--- src/rtl/addsub_seq_ctrl.sv ---
// addsub_seq_ctrl
// Multi-cycle signed add/subtract of two W = 4*NIBBLES bit operands, built on an
// external combinational 4-bit adder-subtractor unit. One nibble is processed per
// clock, least significant first, with the carry chained through a register.
//
// Ports:
//   clk, rst_n        clock (rising edge), asynchronous active-low reset
//   start             request, sampled only while idle
//   op_sub            0 = a+b, 1 = a-b (latched on accept)
//   op_a, op_b        W-bit two's-complement operands (latched on accept)
//   busy              high from the cycle after accept through the done cycle
//   done              one-cycle pulse; result/carry/oflow valid
//   result            W-bit sum or difference (working register during a run)
//   carry             carry out of the MSB nibble (subtract: 1 = no borrow)
//   oflow             signed overflow of the full W-bit operation
//   au_sub/a/b/ci     drive to the 4-bit unit (all zero outside a run)
//   au_z/co/oflow     results back from the 4-bit unit
module addsub_seq_ctrl #(
    parameter  int NIBBLES = 4,
    localparam int W       = 4 * NIBBLES
) (
    input  logic         clk,
    input  logic         rst_n,
    input  logic         start,
    input  logic         op_sub,
    input  logic [W-1:0] op_a,
    input  logic [W-1:0] op_b,
    output logic         busy,
    output logic         done,
    output logic [W-1:0] result,
    output logic         carry,
    output logic         oflow,
    output logic         au_sub,
    output logic [3:0]   au_a,
    output logic [3:0]   au_b,
    output logic         au_ci,
    input  logic [3:0]   au_z,
    input  logic         au_co,
    input  logic         au_oflow
);

    // Index width kept at least 1 bit so NIBBLES = 1 still elaborates.
    localparam int            IW   = (NIBBLES > 1) ? $clog2(NIBBLES) : 1;
    localparam logic [IW-1:0] LAST = IW'(NIBBLES - 1);

    typedef enum logic [1:0] {
        S_IDLE,
        S_RUN,
        S_DONE
    } state_t;

    state_t        state_reg;
    state_t        state_next;
    logic          sub_reg;
    logic [W-1:0]  a_reg;
    logic [W-1:0]  b_reg;
    logic [IW-1:0] idx_reg;
    logic          chain_reg;     // carry into the nibble currently on the unit
    logic          carry_reg;
    logic          oflow_reg;

    // Operand nibble views so the unit mux is a plain array select.
    logic [3:0] a_nib [NIBBLES];
    logic [3:0] b_nib [NIBBLES];

    for (genvar gi = 0; gi < NIBBLES; gi++) begin : g_nib
        logic [3:0] res_nib_reg;

        assign a_nib[gi] = a_reg[4*gi +: 4];
        assign b_nib[gi] = b_reg[4*gi +: 4];

        // Each result nibble is captured only on the RUN cycle that owns it, so
        // lower nibbles stay visible while the upper ones are still in flight.
        always_ff @(posedge clk or negedge rst_n) begin
            if (!rst_n) begin
                res_nib_reg <= 4'h0;
            end else if (state_reg == S_RUN && idx_reg == IW'(gi)) begin
                res_nib_reg <= au_z;
            end
        end

        assign result[4*gi +: 4] = res_nib_reg;
    end

    always_comb begin
        state_next = state_reg;
        au_sub     = 1'b0;
        au_a       = 4'h0;
        au_b       = 4'h0;
        au_ci      = 1'b0;
        case (state_reg)
            S_IDLE: begin
                if (start) begin
                    state_next = S_RUN;
                end
            end
            S_RUN: begin
                au_sub = sub_reg;
                au_a   = a_nib[idx_reg];
                au_b   = b_nib[idx_reg];
                au_ci  = chain_reg;
                if (idx_reg == LAST) begin
                    state_next = S_DONE;
                end
            end
            S_DONE: begin
                state_next = S_IDLE;
            end
            default: begin
                state_next = S_IDLE;
            end
        endcase
    end

    always_ff @(posedge clk or negedge rst_n) begin
        if (!rst_n) begin
            state_reg <= S_IDLE;
            sub_reg   <= 1'b0;
            a_reg     <= '0;
            b_reg     <= '0;
            idx_reg   <= '0;
            chain_reg <= 1'b0;
            carry_reg <= 1'b0;
            oflow_reg <= 1'b0;
        end else begin
            state_reg <= state_next;
            case (state_reg)
                S_IDLE: begin
                    if (start) begin
                        sub_reg   <= op_sub;
                        a_reg     <= op_a;
                        b_reg     <= op_b;
                        idx_reg   <= '0;
                        // Subtract is a + ~b + 1: the +1 enters as nibble 0 carry-in.
                        chain_reg <= op_sub;
                    end
                end
                S_RUN: begin
                    chain_reg <= au_co;
                    if (idx_reg == LAST) begin
                        idx_reg   <= '0;
                        carry_reg <= au_co;
                        oflow_reg <= au_oflow;
                    end else begin
                        idx_reg <= idx_reg + IW'(1);
                    end
                end
                default: begin
                end
            endcase
        end
    end

    assign busy  = (state_reg != S_IDLE);
    assign done  = (state_reg == S_DONE);
    assign carry = carry_reg;
    assign oflow = oflow_reg;

endmodule

--- config.mk ---
export PLATFORM = sky130hd
export DESIGN_NAME = addsub_seq_ctrl
export DESIGN_NICKNAME = d
export VERILOG_FILES = /design/src/rtl/addsub_seq_ctrl.sv
export SDC_FILE = /design/constraint.sdc
export NUM_CORES = 1
export LEC_CHECK = 0
export ABC_AREA = 1
export BUFFER_PORTS_ARGS = -buffer_cell sky130_fd_sc_hd__buf_2
export CAP_MARGIN = 20
export CORE_AREA = 2 2 100 63
export CTS_BUF_LIST = sky130_fd_sc_hd__clkbuf_16
export CTS_CLUSTER_SIZE = 8
export DETAILED_ROUTE_END_ITERATION = 10
export DIE_AREA = 0 0 102 65
export GPL_TIMING_DRIVEN = 0
export PLACE_DENSITY = 0.73
export SKIP_LAST_GASP = 1
export SLEW_MARGIN = 25
export SYNTH_ARGS = -nofsm -noshare
export SYNTH_HDL_FRONTEND = slang
export SYNTH_SLANG_ARGS = --single-unit
--- constraint.sdc ---
create_clock -name clk -period 1.85 [get_ports clk]
set_clock_uncertainty 0.2 [all_clocks]
set_input_delay 0.37 -clock clk [delete_from_list [all_inputs] [get_ports clk]]
set_output_delay 0.37 -clock clk [all_outputs]
set_load 0.02 [all_outputs]
==> results of run 1 <==
==> stage by stage <==
step | utilization | instances
3_3_place_gp | 0.507 | 454
5_1_grt | 0.599 | 473
3_5_place_dp | 0.507 | 454
6_report | 0.599 | 473
4_1_cts | 0.585 | 473
2_1_floorplan | - | 299
==> per-layer routing <==
layer  part of all wire  wire [um]  up-vias  global-route usage
li1                   -          -     1109                   -
met1               0.44       3020     1072               0.298
met2               0.48       3260       79               0.363
met3              0.065        442       11              0.0496
met4              0.018        123        0              0.0717
met5                  0          0        -                   0
==> logic make-up (layout without fill, tap and decap cells) <==
family                   count (synthesis)  in the layout  share of synthesized area
AO/OA/AOI/OAI                           59             59                      0.118
adder cells (fa/ha/maj)                  4              4                     0.0201
buffers and inverters                   58            148                      0.103
flip-flops                              56             56                      0.561
AND/OR/NAND/NOR                        122            122                      0.197
==> tightest hold or removal path, delay by kind of cell <==
kind | cells | cell delay [ps]
buf+inv | 1 | 70
simple gates | 2 | 80
==> power groups by stage <==
stage	Clock, W	Sequential (W)	Combinational [W]
3_3_place_gp	0	0.00204	0.00272
3_5_place_dp	0	0.00207	0.00278
2_1_floorplan	0	0.00227	0.00171
6_report	0.00104	0.00206	0.00376
5_1_grt	0.00111	0.00212	0.00410
4_1_cts	0.00105	0.00206	0.00348
==> placed cells by master, fill, tap and decap left out, types with 3 or more instances in the layout <==
cell,netlist,final
nand2_1,100,81
buf_6,3,8
buf_4,3,18
inv_2,5,3
o21ai_0,7,7
inv_1,40,41
nand2_4,0,4
clkbuf_16,0,6
dfrtp_1,56,56
nand3_2,1,12
nand3_1,17,5
o21ai_1,44,44
a21oi_2,0,7
buf_2,4,62
ha_1,4,4
nand2_2,0,15
==> worst paths after layout <==
path / startpoint / endpoint / slack (ps) / cells after the start
setup / recovery: idx_reg[0] / au_b[3] / -180 / 6
hold / removal: au_oflow / oflow / 70 / 3
setup reg to reg: idx_reg[0] / g_nib[2].res_nib_reg[2] / 170 / 8
hold reg to reg: g_nib[2].res_nib_reg[3] / g_nib[2].res_nib_reg[3] / 290 / 2
max in group asynchronous: rst_n / b_reg[12] / 510 / 2
min in group asynchronous: rst_n / carry / 490 / 2
==> cell type report <==
type	count	share of cell area
clock inverters	3	0.0111
clock buffers	5	0.0358
multi-input cells	185	0.288
inverters	46	0.0544
plain buffers	12	0.0358
flip-flops and latches	56	0.401
repair buffers	82	0.144
well taps	84	0.0300
==> what timing repair did <==
action / CTS / global route
hold endpoints to repair: 56 / 0
setup endpoints to repair: 11 / 10
hold buffers: 1 / 0
cloned: 2 / 0
gates resized for setup: 53 / 23
pin swaps: 17 / 12
setup buffers: 8 / 0
==> run metrics, run 1 <==
Reg area=1400 um^2; dpl cell area=2960 um^2; die width=102 um; CTS Buf Count=5; ant diodes=0; # setup viols final=8; num rows=22; crit path DAT=1460 ps; Routed WL=6.85 mm; P per Cell Area=roughly 2000 nW/um^2; initial DRC count=119; Filler Cells Inserted=503; # Max-Cap Violations=0; initial antenna violation count=0; Clock Path Buffers=2; Post-synth top cells=nand2_1 (100), dfrtp_1 (56), o21ai_1 (44); status=complete, but fails checks; maximum vdd ir drop=0.691 mV; first-pass GRT wire length=11.0 mm; worst slew pin tran=685 ps; Yosys top cell by area=dfrtp_1; top_reg_cell synth=dfrtp_1; worst skew pair latency=about 290 ps; routed len/inst=14.5 um; logic gate share of total power=0.548; switching power=0.00296 W; Worst path slowest cell=dfrtp_1; Global Route Usage Sum=0.223; leakage=roughly 1.8 nW; DRC viols=0; fin crit share=1.10; I/O pin count=72; Overflow after GRT=0; multi-input combinational cell area=around 1000 um^2; Worst setup EP type=primary output; CTS tree=done; Netlist cell types=17; Layout area overhead=40.2%; sequential share of the synthesized area=0.561; Fmax=0.493 GHz; Die Span Y=65 um; RSZ-0062 raised after global routing=yes; detailed-route via count=2271; DRT Pass-1 Iters=4; share of the synthesized area in the top cell type=0.561; Rel. slew slack=0.543; core area=5840 um^2; failing checks=negative setup slack; HP Class=input pin to flip-flop; clock root buffer=clkbuf_16; Total Power=0.00687 W; Buf/Inv on CP=3; crit-path cells=buf_6 > buf_4 > nand2_1 > nand3_1 > a21oi_2 > buf_4; crit-path max FO=5; detailed placement HPWL=roughly 4.5 mm; largest net degree at the start of global routing=57; IO buf count=71; clk sinks=56; layout cells sized above 1=0.375; clock slew at reported path FFs=roughly 60 ps; count leader, synth=nand2_1; Mean Syn Cell Area=8.35 um^2; Slew Limit Fails=0; Seq pwr share=0.300; CP most frequent cell=buf_4; Synth Register Bits=56; vias in the first global route=2249; H-tree depth=2; family with the most delay on the worst path=buffers and inverters; async set-or-reset flop fraction in the synthesized netlist=1.00; Hold Fails Final Rpt=0; Initial Util=0.428; Warnings, synthesis=0; Routability Congestion=around 0.85; final net count=434; Syn Inst Count=299; Clk pwr share=0.152; Area contributors post-synth=dfrtp_1 (56%), nand2_1 (15%), o21ai_1 (8.8%); Layout Cell Area excl Fill=roughly 3500 um^2; Setup TNS=-1230 ps; routed vias/inst=4.80; CP Class=flip-flop to primary output; CP startpoint kind=flip-flop; number of synthesized flops with an enable pin=0; P_int=0.00391 W; sw frac=0.431; worst setup margin=-178 ps; Final ANT Viol Nets=0; Worst EP required=1280 ps; Syn Nets=345; min Tclk post-route=2030 ps; Worst Hold Slack=slightly above 70 ps; Die ar.=about 6600 um^2; pre-CTS setup slack=-115 ps; Mapped Area=2500 um^2; max incr delay on CP=390 ps
Note: power is estimated with default switching activity, not from simulation.
==> run 2, diff against run 1 <==
--- a/config.mk
+++ b/config.mk
@@ -15,6 +15,8 @@
 export DIE_AREA = 0 0 102 65
 export GPL_TIMING_DRIVEN = 0
 export PLACE_DENSITY = 0.73
+export REMOVE_ABC_BUFFERS = 1
+export SKIP_CTS_REPAIR_TIMING = 1
 export SKIP_LAST_GASP = 1
 export SLEW_MARGIN = 25
 export SYNTH_ARGS = -nofsm -noshare
==> run metrics, run 2 (same netlist as run 1, synthesis figures left out) <==
status=complete, but fails checks (unchanged); failing checks=negative setup slack (unchanged); routed vias/inst=4.58 (was 4.80); DRT Pass-1 Iters=4 (unchanged); Reg2Reg Depth=5 (was 8); Fmax=0.491 GHz (was 0.493 GHz); DRC viols=0 (unchanged); Routed WL=5.58 mm (was 6.85 mm); # setup viols final=8 (unchanged); IO buf count=71 (unchanged); num rows=22 (unchanged); layout cells sized above 1=0.280 (was 0.375); CP startpoint kind=flip-flop (unchanged); final net count=423 (was 434); Routability Congestion=0.806 (was 0.850); Initial Util=0.428 (unchanged); Die Span Y=65 um (unchanged); Rel. slew slack=0.531 (was 0.543); HP Class=input pin to flip-flop (unchanged); initial antenna violation count=0 (unchanged); dpl cell area=2880 um^2 (was 2960 um^2); Reg area=1410 um^2 (was 1400 um^2); DR WL met2=2.33 mm (was 3.26 mm); Final ANT Viol Nets=0 (unchanged); min Tclk post-route=2030 ps (about the same); RSZ-0062 raised after global routing=yes (unchanged); crit path DAT=1460 ps (about the same); core area=5840 um^2 (unchanged); multi-input combinational cell area=865 um^2 (was 1010 um^2); Setup TNS=-1280 ps (was -1230 ps); Layout Cell Area excl Fill=3220 um^2 (was 3500 um^2); first-pass GRT wire length=8.99 mm (was 11.0 mm); clk sinks=56 (unchanged); worst setup margin=-185 ps (was -178 ps); Worst EP required=1280 ps (about the same); worst skew pair latency=290 ps (about the same); Worst setup EP type=primary output (unchanged); WL met3=398 um (was 442 um); clock slew at reported path FFs=70 ps (was 60 ps); highest-count cells in the layout ignoring fill and taps=nand2_1 (97), buf_2 (61), dfrtp_1 (54) (was nand2_1 (81), buf_2 (62), dfrtp_1 (56)); P per Cell Area=1900 nW/um^2 (was 1960 nW/um^2); I/O pin count=72 (unchanged); Hold Path Depth=3 (unchanged); M1 wire length=2.82 mm (was 3.02 mm); detailed placement HPWL=3.68 mm (was 4.45 mm); CTS Buf Count=5 (unchanged); worst slew pin tran=704 ps (was 685 ps); Filler Cells Inserted=586 (was 503); Global Route Usage Sum=0.174 (was 0.223); vias in the first global route=1906 (was 2249); Overflow after GRT=0 (unchanged); initial DRC count=116 (was 119); clock root buffer=clkbuf_16 (unchanged); Slew Limit Fails=0 (unchanged); # Max-Cap Violations=0 (unchanged); Max Used Layer=met4 (unchanged); leakage=1.70 nW (was 1.82 nW); H-tree depth=2 (unchanged); final cell count without fillers=462 (was 473); fin crit share=1.10 (about the same); Cells after DPL=442 (was 454); Layout area overhead=28.9% (was 40.2%); die width=102 um (unchanged); routed len/inst=12.1 um (was 14.5 um); Die ar.=6630 um^2 (unchanged); maximum vdd ir drop=0.925 mV (was 0.691 mV); crit-path max FO=10 (was 5); ant diodes=0 (unchanged); largest net degree at the start of global routing=67 (was 57); CP Class=flip-flop to primary output (unchanged); CTS tree=done (unchanged); Clock Path Buffers=2 (unchanged); detailed-route via count=2114 (was 2271); Total Power=0.00612 W (was 0.00687 W); Hold Fails Final Rpt=0 (unchanged); most common cell after layout, fill and taps aside=nand2_1 (unchanged)
run 2: changes by cell type in the layout (fill, tap and decap cells not counted), moves of 5 or more:
cell | previous run | this run
nand2_1 | 81 | 97
nand2_2 | 15 | 2
nand3_1 | 5 | 15
nand3_2 | 12 | 3
a21oi_1 | 1 | 7
a21oi_2 | 7 | 1
buf_6 | 8 | 3
run 2: layout make-up:
class	instances	share of cell area
sequential	56	0.438
multi-input combinational	185	0.269
timing repair buffer	82	0.148
inverter	46	0.0580
clock buffer	5	0.0389
tap	84	0.0327
clock inverter	3	0.0132
timing repair inverter	1	0.00233
run 2: final timing paths:
check / start / to / slack (ps)
setup / recovery: idx_reg[0] / au_b[2] / -180
hold / removal: au_oflow / oflow / 80
setup reg to reg: state_reg[0] / b_reg[9] / 220
hold reg to reg: g_nib[1].res_nib_reg[3] / g_nib[1].res_nib_reg[3] / 290
max in group asynchronous: rst_n / idx_reg[0] / 420
min in group asynchronous: rst_n / oflow / 460
run 2: stage by stage:
step                hold slack (ps)  worst slack, ps   util
floorplan                      -126            -93.8      -
global placement                260             -441  0.492
detailed placement              269             -510  0.493
CTS                           -43.2             -835  0.521
global route                    101             -253  0.551
finish                         79.9             -185  0.551
run 2: metal layers:
metal,GRT usage,vias to the layer above
met4,0.0400,0
met1,0.265,950
met3,0.0378,2
li1,-,1090
met5,0,-
met2,0.252,72
run 2: power breakdown:
| group | total (W) | switching (W) | internal [W] |
|---|---|---|---|
| logic | 0.00297 | 0.00187 | 0.00111 |
| registers | 0.00209 | 0.000262 | 0.00183 |
| clock network | 0.00105 | 0.000418 | 0.000636 |
run 2: worst max-delay path: stages (launching register included):
cell,delay [ps]
dfrtp_4,540
buf_6,170
nand2_1,70
nand3_1,80
a21oi_1,160
buf_4,170
